`src/rtl/if_scratchpad_if.sv`:
```
// Bus between the IF scratchpad and its neighbours.
// The write side comes from the input FIFO, the read side from the IF address
// generator, and row release comes from the controller.
// master = environment side, slave = scratchpad side.
interface if_scratchpad_if #(
    parameter int DATA_WIDTH      = 16,
    parameter int POINTER_SIZE    = 8,
    parameter int ROW_QUEUE_DEPTH = 4
);
    // write stream
    logic                              wr_valid;
    logic [DATA_WIDTH-1:0]             wr_data;
    logic                              wr_last;
    logic                              wr_ready;
    // read port
    logic                              rd_en;
    logic [POINTER_SIZE-1:0]           read_pointer;
    logic [DATA_WIDTH-1:0]             rd_data;
    logic                              rd_valid;
    // row bookkeeping
    logic                              release_row;
    logic [POINTER_SIZE-1:0]           start_row;
    logic [POINTER_SIZE-1:0]           end_row;
    logic                              row_ready;
    logic [$clog2(ROW_QUEUE_DEPTH):0]  rows_stored;
    logic                              err_release;

    modport master (
        output wr_valid, wr_data, wr_last, rd_en, read_pointer, release_row,
        input  wr_ready, rd_data, rd_valid, start_row, end_row, row_ready,
               rows_stored, err_release
    );

    modport slave (
        input  wr_valid, wr_data, wr_last, rd_en, read_pointer, release_row,
        output wr_ready, rd_data, rd_valid, start_row, end_row, row_ready,
               rows_stored, err_release
    );
endinterface

```
`src/rtl/if_scratchpad.sv`:
```
// Circular input-feature scratchpad.
// Stores IF words row by row in a wrap-around buffer and tracks complete-row
// boundaries in a small queue of row-end pointers. The oldest complete row is
// exported as start_row/end_row until the controller releases it.
// Reads return registered data one cycle after rd_en.
module if_scratchpad #(
    parameter int DATA_WIDTH      = 16,
    parameter int POINTER_SIZE    = 8,
    parameter int ROW_QUEUE_DEPTH = 4
) (
    input  logic          clk,
    input  logic          rst,
    if_scratchpad_if.slave bus
);

    localparam int DEPTH = 2 ** POINTER_SIZE;
    // Queue index width; kept at least one bit so a single-entry queue still elaborates.
    localparam int QW    = (ROW_QUEUE_DEPTH > 1) ? $clog2(ROW_QUEUE_DEPTH) : 1;
    localparam int RW    = $clog2(ROW_QUEUE_DEPTH) + 1;

    localparam logic [POINTER_SIZE:0]   DEPTH_C = (POINTER_SIZE + 1)'(DEPTH);
    localparam logic [POINTER_SIZE:0]   CNT_ONE = (POINTER_SIZE + 1)'(1);
    localparam logic [POINTER_SIZE-1:0] PTR_ONE = POINTER_SIZE'(1);
    localparam logic [RW-1:0]           RQD_C   = RW'(ROW_QUEUE_DEPTH);
    localparam logic [RW-1:0]           ROW_ONE = RW'(1);
    localparam logic [QW-1:0]           Q_LAST  = QW'(ROW_QUEUE_DEPTH - 1);
    localparam logic [QW-1:0]           Q_ONE   = QW'(1);

    // storage
    logic [DATA_WIDTH-1:0]   r_mem [DEPTH];

    // write side
    logic [POINTER_SIZE-1:0] r_wp;
    logic [POINTER_SIZE:0]   r_cnt;

    // row bookkeeping: start of oldest row plus a FIFO of row-end addresses
    logic [POINTER_SIZE-1:0] r_start;
    logic [POINTER_SIZE-1:0] r_rq [ROW_QUEUE_DEPTH];
    logic [QW-1:0]           r_head;
    logic [QW-1:0]           r_tail;
    logic [RW-1:0]           r_rows;
    logic                    r_err;

    // read side
    logic [DATA_WIDTH-1:0]   r_rd_data;
    logic                    r_rd_valid;

    logic [POINTER_SIZE-1:0] w_end;
    logic [POINTER_SIZE-1:0] w_diff;
    logic [POINTER_SIZE:0]   w_len;
    logic                    w_row_ready;
    logic                    w_wr_ready;
    logic                    w_accept;
    logic                    w_push;
    logic                    w_pop;
    logic                    w_rel_err;
    logic [POINTER_SIZE:0]   w_cnt_next;
    logic [RW-1:0]           w_rows_next;

    assign w_end       = r_rq[r_head];
    assign w_row_ready = (r_rows != '0);
    assign w_wr_ready  = (r_cnt < DEPTH_C) && (r_rows < RQD_C);
    assign w_accept    = bus.wr_valid && w_wr_ready;
    assign w_push      = w_accept && bus.wr_last;
    assign w_pop       = bus.release_row && w_row_ready;
    assign w_rel_err   = bus.release_row && !w_row_ready;

    // Row length is end-start+1 computed one bit wider, so a row that spans the
    // whole buffer (diff = DEPTH-1) yields DEPTH rather than wrapping to zero.
    assign w_diff = w_end - r_start;
    assign w_len  = {1'b0, w_diff} + CNT_ONE;

    // Next word count and row count when a write and a release coincide.
    always_comb begin
        w_cnt_next  = r_cnt;
        w_rows_next = r_rows;
        if (w_accept) begin
            w_cnt_next = w_cnt_next + CNT_ONE;
        end
        if (w_pop) begin
            w_cnt_next = w_cnt_next - w_len;
        end
        if (w_push && !w_pop) begin
            w_rows_next = r_rows + ROW_ONE;
        end else if (!w_push && w_pop) begin
            w_rows_next = r_rows - ROW_ONE;
        end
    end

    // Write pointer, occupancy, row queue and release bookkeeping.
    always_ff @(posedge clk or posedge rst) begin
        if (rst) begin
            r_wp    <= '0;
            r_cnt   <= '0;
            r_start <= '0;
            r_head  <= '0;
            r_tail  <= '0;
            r_rows  <= '0;
            r_err   <= 1'b0;
            for (int i = 0; i < ROW_QUEUE_DEPTH; i++) begin
                r_rq[i] <= '0;
            end
        end else begin
            r_cnt  <= w_cnt_next;
            r_rows <= w_rows_next;
            if (w_accept) begin
                r_wp <= r_wp + PTR_ONE;
            end
            if (w_push) begin
                r_rq[r_tail] <= r_wp;
                r_tail       <= (r_tail == Q_LAST) ? '0 : r_tail + Q_ONE;
            end
            if (w_pop) begin
                r_start <= w_end + PTR_ONE;
                r_head  <= (r_head == Q_LAST) ? '0 : r_head + Q_ONE;
            end
            if (w_rel_err) begin
                r_err <= 1'b1;
            end
        end
    end

    // Buffer write; contents survive reset.
    always_ff @(posedge clk) begin
        if (w_accept) begin
            r_mem[r_wp] <= bus.wr_data;
        end
    end

    // Registered read; a same-cycle write to the same address is not forwarded.
    always_ff @(posedge clk or posedge rst) begin
        if (rst) begin
            r_rd_data  <= '0;
            r_rd_valid <= 1'b0;
        end else begin
            r_rd_valid <= bus.rd_en;
            if (bus.rd_en) begin
                r_rd_data <= r_mem[bus.read_pointer];
            end
        end
    end

    assign bus.wr_ready    = w_wr_ready;
    assign bus.rd_data     = r_rd_data;
    assign bus.rd_valid    = r_rd_valid;
    assign bus.start_row   = r_start;
    assign bus.end_row     = w_end;
    assign bus.row_ready   = w_row_ready;
    assign bus.rows_stored = r_rows;
    assign bus.err_release = r_err;

endmodule

```
`src/flat_wrapper.sv`:
```
// flat-port wrapper written by rule: the top's interface ports become plain ports
module if_scratchpad_flat 
#(
    parameter int DATA_WIDTH      = 16,
    parameter int POINTER_SIZE    = 8,
    parameter int ROW_QUEUE_DEPTH = 4
)
  (clk, rst, bus_wr_valid, bus_wr_data, bus_wr_last, bus_rd_en, bus_read_pointer, bus_release_row, bus_wr_ready, bus_rd_data, bus_rd_valid, bus_start_row, bus_end_row, bus_row_ready, bus_rows_stored, bus_err_release);
  if_scratchpad_if #(.DATA_WIDTH(DATA_WIDTH), .POINTER_SIZE(POINTER_SIZE), .ROW_QUEUE_DEPTH(ROW_QUEUE_DEPTH)) bus_i ();
  input  logic clk;
  input  logic rst;
  input wire logic [$bits(bus_i.wr_valid)-1:0] bus_wr_valid;
  input wire logic [$bits(bus_i.wr_data)-1:0] bus_wr_data;
  input wire logic [$bits(bus_i.wr_last)-1:0] bus_wr_last;
  input wire logic [$bits(bus_i.rd_en)-1:0] bus_rd_en;
  input wire logic [$bits(bus_i.read_pointer)-1:0] bus_read_pointer;
  input wire logic [$bits(bus_i.release_row)-1:0] bus_release_row;
  output wire logic [$bits(bus_i.wr_ready)-1:0] bus_wr_ready;
  output wire logic [$bits(bus_i.rd_data)-1:0] bus_rd_data;
  output wire logic [$bits(bus_i.rd_valid)-1:0] bus_rd_valid;
  output wire logic [$bits(bus_i.start_row)-1:0] bus_start_row;
  output wire logic [$bits(bus_i.end_row)-1:0] bus_end_row;
  output wire logic [$bits(bus_i.row_ready)-1:0] bus_row_ready;
  output wire logic [$bits(bus_i.rows_stored)-1:0] bus_rows_stored;
  output wire logic [$bits(bus_i.err_release)-1:0] bus_err_release;
  assign bus_i.wr_valid = bus_wr_valid;
  assign bus_i.wr_data = bus_wr_data;
  assign bus_i.wr_last = bus_wr_last;
  assign bus_i.rd_en = bus_rd_en;
  assign bus_i.read_pointer = bus_read_pointer;
  assign bus_i.release_row = bus_release_row;
  assign bus_wr_ready = bus_i.wr_ready;
  assign bus_rd_data = bus_i.rd_data;
  assign bus_rd_valid = bus_i.rd_valid;
  assign bus_start_row = bus_i.start_row;
  assign bus_end_row = bus_i.end_row;
  assign bus_row_ready = bus_i.row_ready;
  assign bus_rows_stored = bus_i.rows_stored;
  assign bus_err_release = bus_i.err_release;
  if_scratchpad #(.DATA_WIDTH(DATA_WIDTH), .POINTER_SIZE(POINTER_SIZE), .ROW_QUEUE_DEPTH(ROW_QUEUE_DEPTH)) u_core (.clk(clk), .rst(rst), .bus(bus_i));
endmodule
```
`config.mk`:
```
export PLATFORM = sky130hd
export DESIGN_NAME = if_scratchpad_flat
export DESIGN_NICKNAME = d
export VERILOG_FILES = /design/src/rtl/if_scratchpad_if.sv /design/src/rtl/if_scratchpad.sv /design/src/flat_wrapper.sv
export SDC_FILE = /design/constraint.sdc
export NUM_CORES = 2
export LEC_CHECK = 0
export CORE_ASPECT_RATIO = 1.25
export CORE_MARGIN = 3
export CORE_UTILIZATION = 25
export CTS_BUF_LIST = sky130_fd_sc_hd__clkbuf_16
export DETAILED_ROUTE_END_ITERATION = 10
export GPL_TIMING_DRIVEN = 0
export HOLD_SLACK_MARGIN = 0.15
export MAX_ROUTING_LAYER = met4
export PLACE_DENSITY = 0.49
export SYNTH_ARGS = -nofsm -noshare
export SYNTH_HDL_FRONTEND = slang
export SYNTH_SLANG_ARGS = --single-unit
```
`constraint.sdc`:
```
create_clock -name clk -period 3.3 [get_ports clk]
set_input_delay 0.66 -clock clk [delete_from_list [all_inputs] [get_ports clk]]
set_output_delay 0.66 -clock clk [all_outputs]
set_load 0.01 [all_outputs]
```
* Word level (Yosys, flattened, before mapping)
Memories as Yosys holds them, arrays and structs flattened. A register that Yosys moved wholly into a read port is not among the register bits.
Index checks and enable logic that the tools add are counted.
** Word-level totals
- Register bits :: 66
- Memory bits (writable) :: 4096
- Input port bits :: 30
- Output and inout bits :: 39
- Logic and storage cells :: 59
- Memories :: 1
** Cells by class
- Add/sub/neg operators :: 10
- Magnitude comparators :: 5
- Equal/unequal tests :: 2
- Multiplexer cells :: 14
- Bitwise logic cells :: 2
- Reductions and logical operators :: 13
** Memories
- u_core.r_mem :: depth 256, width 16, read ports 1, clocked after memory_dff 1, wr ports 1, RTL line if_scratchpad.sv:30 : logic [DATA_WIDTH-1:0] r_mem [DEPTH];
** Operators by type and width (count)
- $bwmux 32 :: 1
- $mux 8 :: 3
- $mux 9 :: 2
- $add 8x1->8 const B :: 2
- $bmux 8 s2 :: 1
- $demux 8 s2 :: 1
- $add 8x1->9 const B :: 1
- $add 9x1->9 const B :: 1
- $lt 9x9->1 const B :: 1
- $sub 9x9->9 :: 1
- $logic_and 1x1->1 :: 8
- $sub 8x8->8 :: 1
- $ge 3x3->1 const B :: 2
- $mux 3 :: 2
- $not 2->3 :: 2
- $add 2x1->2 const B :: 2
- $eq 2x2->1 const B :: 2
- $mux 2 :: 2
- $add 3x1->3 const B :: 1
- $logic_not 1->1 :: 3
- $lt 3x1->1 const B :: 1
- $lt 3x3->1 const B :: 1
- $reduce_bool 3->1 :: 1
- $sub 3x1->3 const B :: 1
- 2 further kinds :: 3

* Logic depth before layout (Yosys ltp)
- Depth after elaboration :: 8
- Mapped depth :: 17
- Gate-level depth less buffers :: 16

* Worst setup path before layout
OpenSTA, ideal clock, no wires.
- Path type :: flip-flop to flip-flop
- Start point :: register u_core.r_head[0]
- End point :: register u_core.r_cnt[7]
- Setup time :: 0.069 ns
- Arrival time :: 3.537 ns
- Setup slack :: -0.306 ns
- Stages on the path, launching flop included :: 14
- Path buffers :: 1
- Period minus slack after synthesis :: 3.606 ns
- Cell sequence :: dfrtp_1 > buf_2 > mux4_2 > ha_1 > nor2b_1 > o21ai_0 > nand2b_1 > a21o_1 > a21oi_1 > o21ai_0 > xnor2_1 > ha_1 > or4b_2 > nand3_1
** On the way
- Longest elaborated chain between the ends :: 8
** RTL lines
- start: declaration :: RTL line if_scratchpad.sv:39 : logic [QW-1:0] r_head;
- start signal: assignment :: RTL line if_scratchpad.sv:115 : r_head <= (r_head == Q_LAST) ? '0 : r_head + Q_ONE;
- $not 2->3 (not written as such) :: RTL line if_scratchpad.sv:60 : assign w_end = r_rq[r_head];
- $bmux 8 s2 :: RTL line if_scratchpad.sv:60
- $mux 8 (not written as such) (2 in a row) :: RTL line if_scratchpad.sv:60
- via bus_end_row[1] :: RTL line flat_wrapper.sv:22 : output wire logic [$bits(bus_i.end_row)-1:0] bus_end_row;
- $sub 8x8->8 :: RTL line if_scratchpad.sv:70 : assign w_diff = w_end - r_start;
- $add 8x1->9 :: RTL line if_scratchpad.sv:71 : assign w_len = {1'b0, w_diff} + CNT_ONE;
- $sub 9x9->9 :: RTL line if_scratchpad.sv:81 : w_cnt_next = w_cnt_next - w_len;
- $mux 9 :: RTL line if_scratchpad.sv:80 : if (w_pop) begin
- via u_core.w_cnt_next[7] :: RTL line if_scratchpad.sv:57 : logic [POINTER_SIZE:0] w_cnt_next;
- end signal: assignment :: RTL line if_scratchpad.sv:104 : r_cnt <= w_cnt_next;
- end: declaration :: RTL line if_scratchpad.sv:34 : logic [POINTER_SIZE:0] r_cnt;
The timed path passes the listed nets, and every way through them passes these cells. The select of a mux whose other input is x is not followed.
A chain may end at the register's enable or synchronous reset.

==> summary.md <==
| Metric | Value |
|---|---|
| Status | `finished with violations` |
| Failing checks | `capacitance limit, slew limit, setup timing` |
| Reg clk slew, reported paths | `60 ps` |
| Initial Utilization | `25.1%` |
| Synth Net Count | `7692` |
| Grt total ovfl | `0` |
| Power per Cell Area | `612 mW/mm2` |
| Layout Cells excl Fill | `17.7k` |
| Buffers added on ports | `65` |
| # setup viols final | `163` |
| Core Area | `0.643 mm2` |
| Final nets | `8705` |
| Xor/xnor share of the synthesized area | `0.195%` |
| Clock power share | `40.9%` |
| Area of the multi-input gates | `0.0370 mm2` |
| Clock root buffer | `clkbuf_16` |
| Syn. warnings | `0` |
| CTS Sinks | `4178` |
| Rows | `329` |
| Synthesized flop and latch total | `4178` |
| Pleak | `63.8 nW` |
| First-pass GRT wire length | `1030000 um` |
| Total GRT Usage | `25.3%` |
| Setup crit start kind | `primary input` |
| Synth Cell Area | `0.161 mm2` |
| Net Sw Frac | `25.8%` |
| Placed Area | `0.181 mm2` |
| Worst VDD drop | `0.500 mV` |
| Fin. max-slew vios | `22` |
| Final min period | `3670 ps` |
| Switching Power | `31.8 mW` |
| I/O pins | `69` |
| TritonRoute pass-1 iters | `8` |
| Comb pwr share | `11.2%` |
| Pint | `91.6 mW` |
| Synth Area in Adders | `0.247%` |
| Layout cell share with drive strength beyond 1 | `33.0%` |
| TritonCTS buffer count | `431` |
| Metal3 WL | `90000 um` |
| RSZ-0062 raised after global routing | `yes` |
| Yosys top cell area share | `76.2%` |
| Design area | `0.202 mm2` |
| Setup Crit Path Kind | `in -> reg` |
| Number of flops mapped to enable cells by yosys | `4096` |
| Die Height | `904 um` |
| Antenna viol nets, final | `0` |
| Ys flop type | `edfxtp_1` |
| Wire per inst | `47.0 um` |
| Post-route DRC | `0` |
| H-Tree Depth | `5` |
| Initial antenna violation count | `104` |
| Power, Total | `123 mW` |
| Reg power frac | `47.9%` |
| Vias in the first global route | `90.2k` |
| Crit. End Element | `flip-flop` |
| Metal-1 WL | `284000 um` |
| DP HPWL | `586000 um` |
| Final Hold Viols | `0` |
| Post-Place Cells | `16.6k` |
| Register area | `0.125 mm2` |
| Post-synthesis sequential area ratio | `77.5%` |
| Setup slack after layout | `-372 ps` |
| Largest family of logic cells by synthesized area | `multiplexers` |
| Class of the worst hold path | `in -> reg` |
| Slew @ Worst Pin | `1550 ps` |
| Asr flop ratio synth | `1.96%` |
| Netlist cell types | `67` |
| Worst Skew | `73.0 ps` |
| Area growth from synthesis to layout | `25.0%` |
| Die width | `725 um` |
| Vias per inst | `5.42` |
| Rel. slew slack | `-3.63%` |
| Post-synth top area cell | `edfxtp_1` |
| Post-Synth Simple-Gate Area | `2.14%` |
| CTS tree | `built` |
| Post-route clock period utilization | `111%` |
| Final WL | `830000 um` |
| Placer Congestion | `1.06` |
| Synth area leaders | `edfxtp_1 (76%), mux4_2 (12%), mux2i_1 (2.9%)` |
| CP max FO | `10` |
| Fmax | `0.272 GHz` |
| Post-Synthesis Cells | `7632` |
| Max-Cap Viols | `3` |
| Final TNS setup | `-16450 ps` |
| Total number of vias | `95.8k` |
| DRT iter0 DRCs | `17.2k` |
| CP required | `4280 ps` |
| Detail Route met2 WL | `366000 um` |
| Highest metal used | `met4` |
| FILL cells | `61.4k` |
| Total Die Area | `0.655 mm2` |
| Later-pin clock latency in the skew report | `1090 ps` |
| Avg Inst Size Synth | `21.1 um2` |
| CP arrival | `4650 ps` |
| Max Root-Sink Buffers | `4` |
| Largest net degree at the start of global routing | `145` |
| Post-synthesis mux area share | `14.8%` |
| Compound-gate portion of the synthesized area | `3.36%` |
## worst max-delay path: stages
cell and delay (ps):
buf_2 280, buf_12 230, buf_12 220, buf_6 370, buf_6 420, clkbuf_2 350
buf_12 230, clkbuf_8 330, a211oi_1 110, o21ai_2 380, nand4b_1 610, nand3_1 290
## power groups by stage
stage          logic [mW]  clock network, mW  registers, mW
5_1_grt              14.0               52.7           59.1
4_1_cts              12.4               50.7           59.0
2_1_floorplan        5.05                  0           60.0
3_5_place_dp         11.8                  0           60.1
3_3_place_gp         11.3                  0           60.8
6_report             13.8               50.5           59.1
## final timing paths
| kind | start | endpoint | slack [ps] | cells after the start |
|---|---|---|---|---|
| setup / recovery | bus_read_pointer[4] | u_core.bus.rd_data[12]$_DFFE_PP0P_ | -370 | 12 |
| hold / removal | bus_rd_en | u_core.bus.rd_data[14]$_DFFE_PP0P_ | 260 | 2 |
| setup reg to reg | u_core.r_wp[4]$_DFFE_PP0P_ | u_core.r_mem[55][8]$_DFFE_PP_ | -180 | 4 |
| hold reg to reg | u_core.bus.err_release$_DFFE_PP0P_ | u_core.bus.err_release$_DFFE_PP0P_ | 480 | 1 |
| max in group asynchronous | rst | u_core.bus.rd_data[2]$_DFFE_PP0P_ | 1880 | 4 |
| min in group asynchronous | rst | u_core.bus.start_row[5]$_DFFE_PP0P_ | 580 | 3 |
## cells in the mapped netlist, drive strengths merged (27+ instances only)
library cell	count
edfxtp	4096
mux4	834
mux2i	471
nor2	313
buf	261
nand2	232
o22ai	223
clkbuf	179
o21ai	114
o221ai	106
a21oi	96
dfrtp	82
a211oi	71
nand3	68
a22oi	60
nor3	40
a2111oi	38
mux2	37
ha	27
## cells by family after synthesis
| family | after synthesis |
|---|---|
| AO/OA/AOI/OAI | 795 |
| flip-flops | 4178 |
| AND/OR/NAND/NOR | 784 |
| adder cells (fa/ha/maj) | 30 |
| multiplexers | 1342 |
| XOR/XNOR | 36 |
| buffers and inverters | 467 |
## metrics by stage
step	hold WS [ps]	setup WS, ps	util [%]
6_report	260	-372	31.4
5_1_grt	257	-296	31.4
4_1_cts	449	-289	31.1
3_5_place_dp	469	-5040	28.1
3_3_place_gp	459	-8900	26.9
2_1_floorplan	445	101	-
## cells in the final DEF, fill, tap and decap left out, drive strengths merged, types with 7 or more instances in the layout
master / count
a211oi: 71
o221ai: 106
and2: 15
nor2b: 9
a221oi: 11
o211ai: 7
edfxtp: 4096
nor3: 40
bufinv: 54
inv: 116
a22oi: 60
a2111oi: 38
mux2i: 471
dlygate4sd3: 19
nor2: 313
a211o: 12
xnor2: 22
o22ai: 223
clkinv: 203
nand4: 23
a21oi: 96
mux4: 834
o21ai: 114
clkinvlp: 20
nor4: 24
xor2: 14
nand2b: 9
dfrtp: 82
buf: 792
clkbuf: 593
a21o: 8
and3: 19
mux2: 37
a22o: 16
clkdlybuf4s50: 36
nand2: 232
diode: 69
ha: 27
nand3: 68
## per-layer routing
metal | GRT usage (%) | vias to the layer above
met2 | 37.3 | 7458
met5 | - | -
li1 | - | 34200
met3 | 6.59 | 1956
met1 | 28.7 | 52200
met4 | 21.6 | 0
## state kept, by name, summed over array words and instances (netlist names), 2 cells and up
register	cells
u_core.r_mem	4096
u_core.r_rq	32
u_core.bus.rows_stored	3
u_core.r_cnt	9
u_core.r_wp	8
u_core.r_tail	2
u_core.bus.rd_data	16
u_core.r_head	2
u_core.bus.start_row	8
## timing repair
action | 4_1_cts | 5_1_grt
resized for setup | 881 | 280
endpoints found under the hold margin | 643 | 1
setup endpoints to repair | 4123 | 2142
hold buffers | 18 | 1
pin swaps | 97 | 59
cloned | 1 | 0
buffers inserted | 106 | 72
## area by class of cell
type / instances / share of cell area [%]
diodes: 69 / 0.0856
plain buffers: 432 / 2.46
clock buffers: 433 / 5.37
clock inverters: 366 / 1.78
inverters: 27 / 0.0608
multi-input cells: 2987 / 18.4
flip-flops and latches: 4178 / 62.0
well taps: 8606 / 5.34
repair buffers: 588 / 4.53
Power figures use the tool's default switching activity.
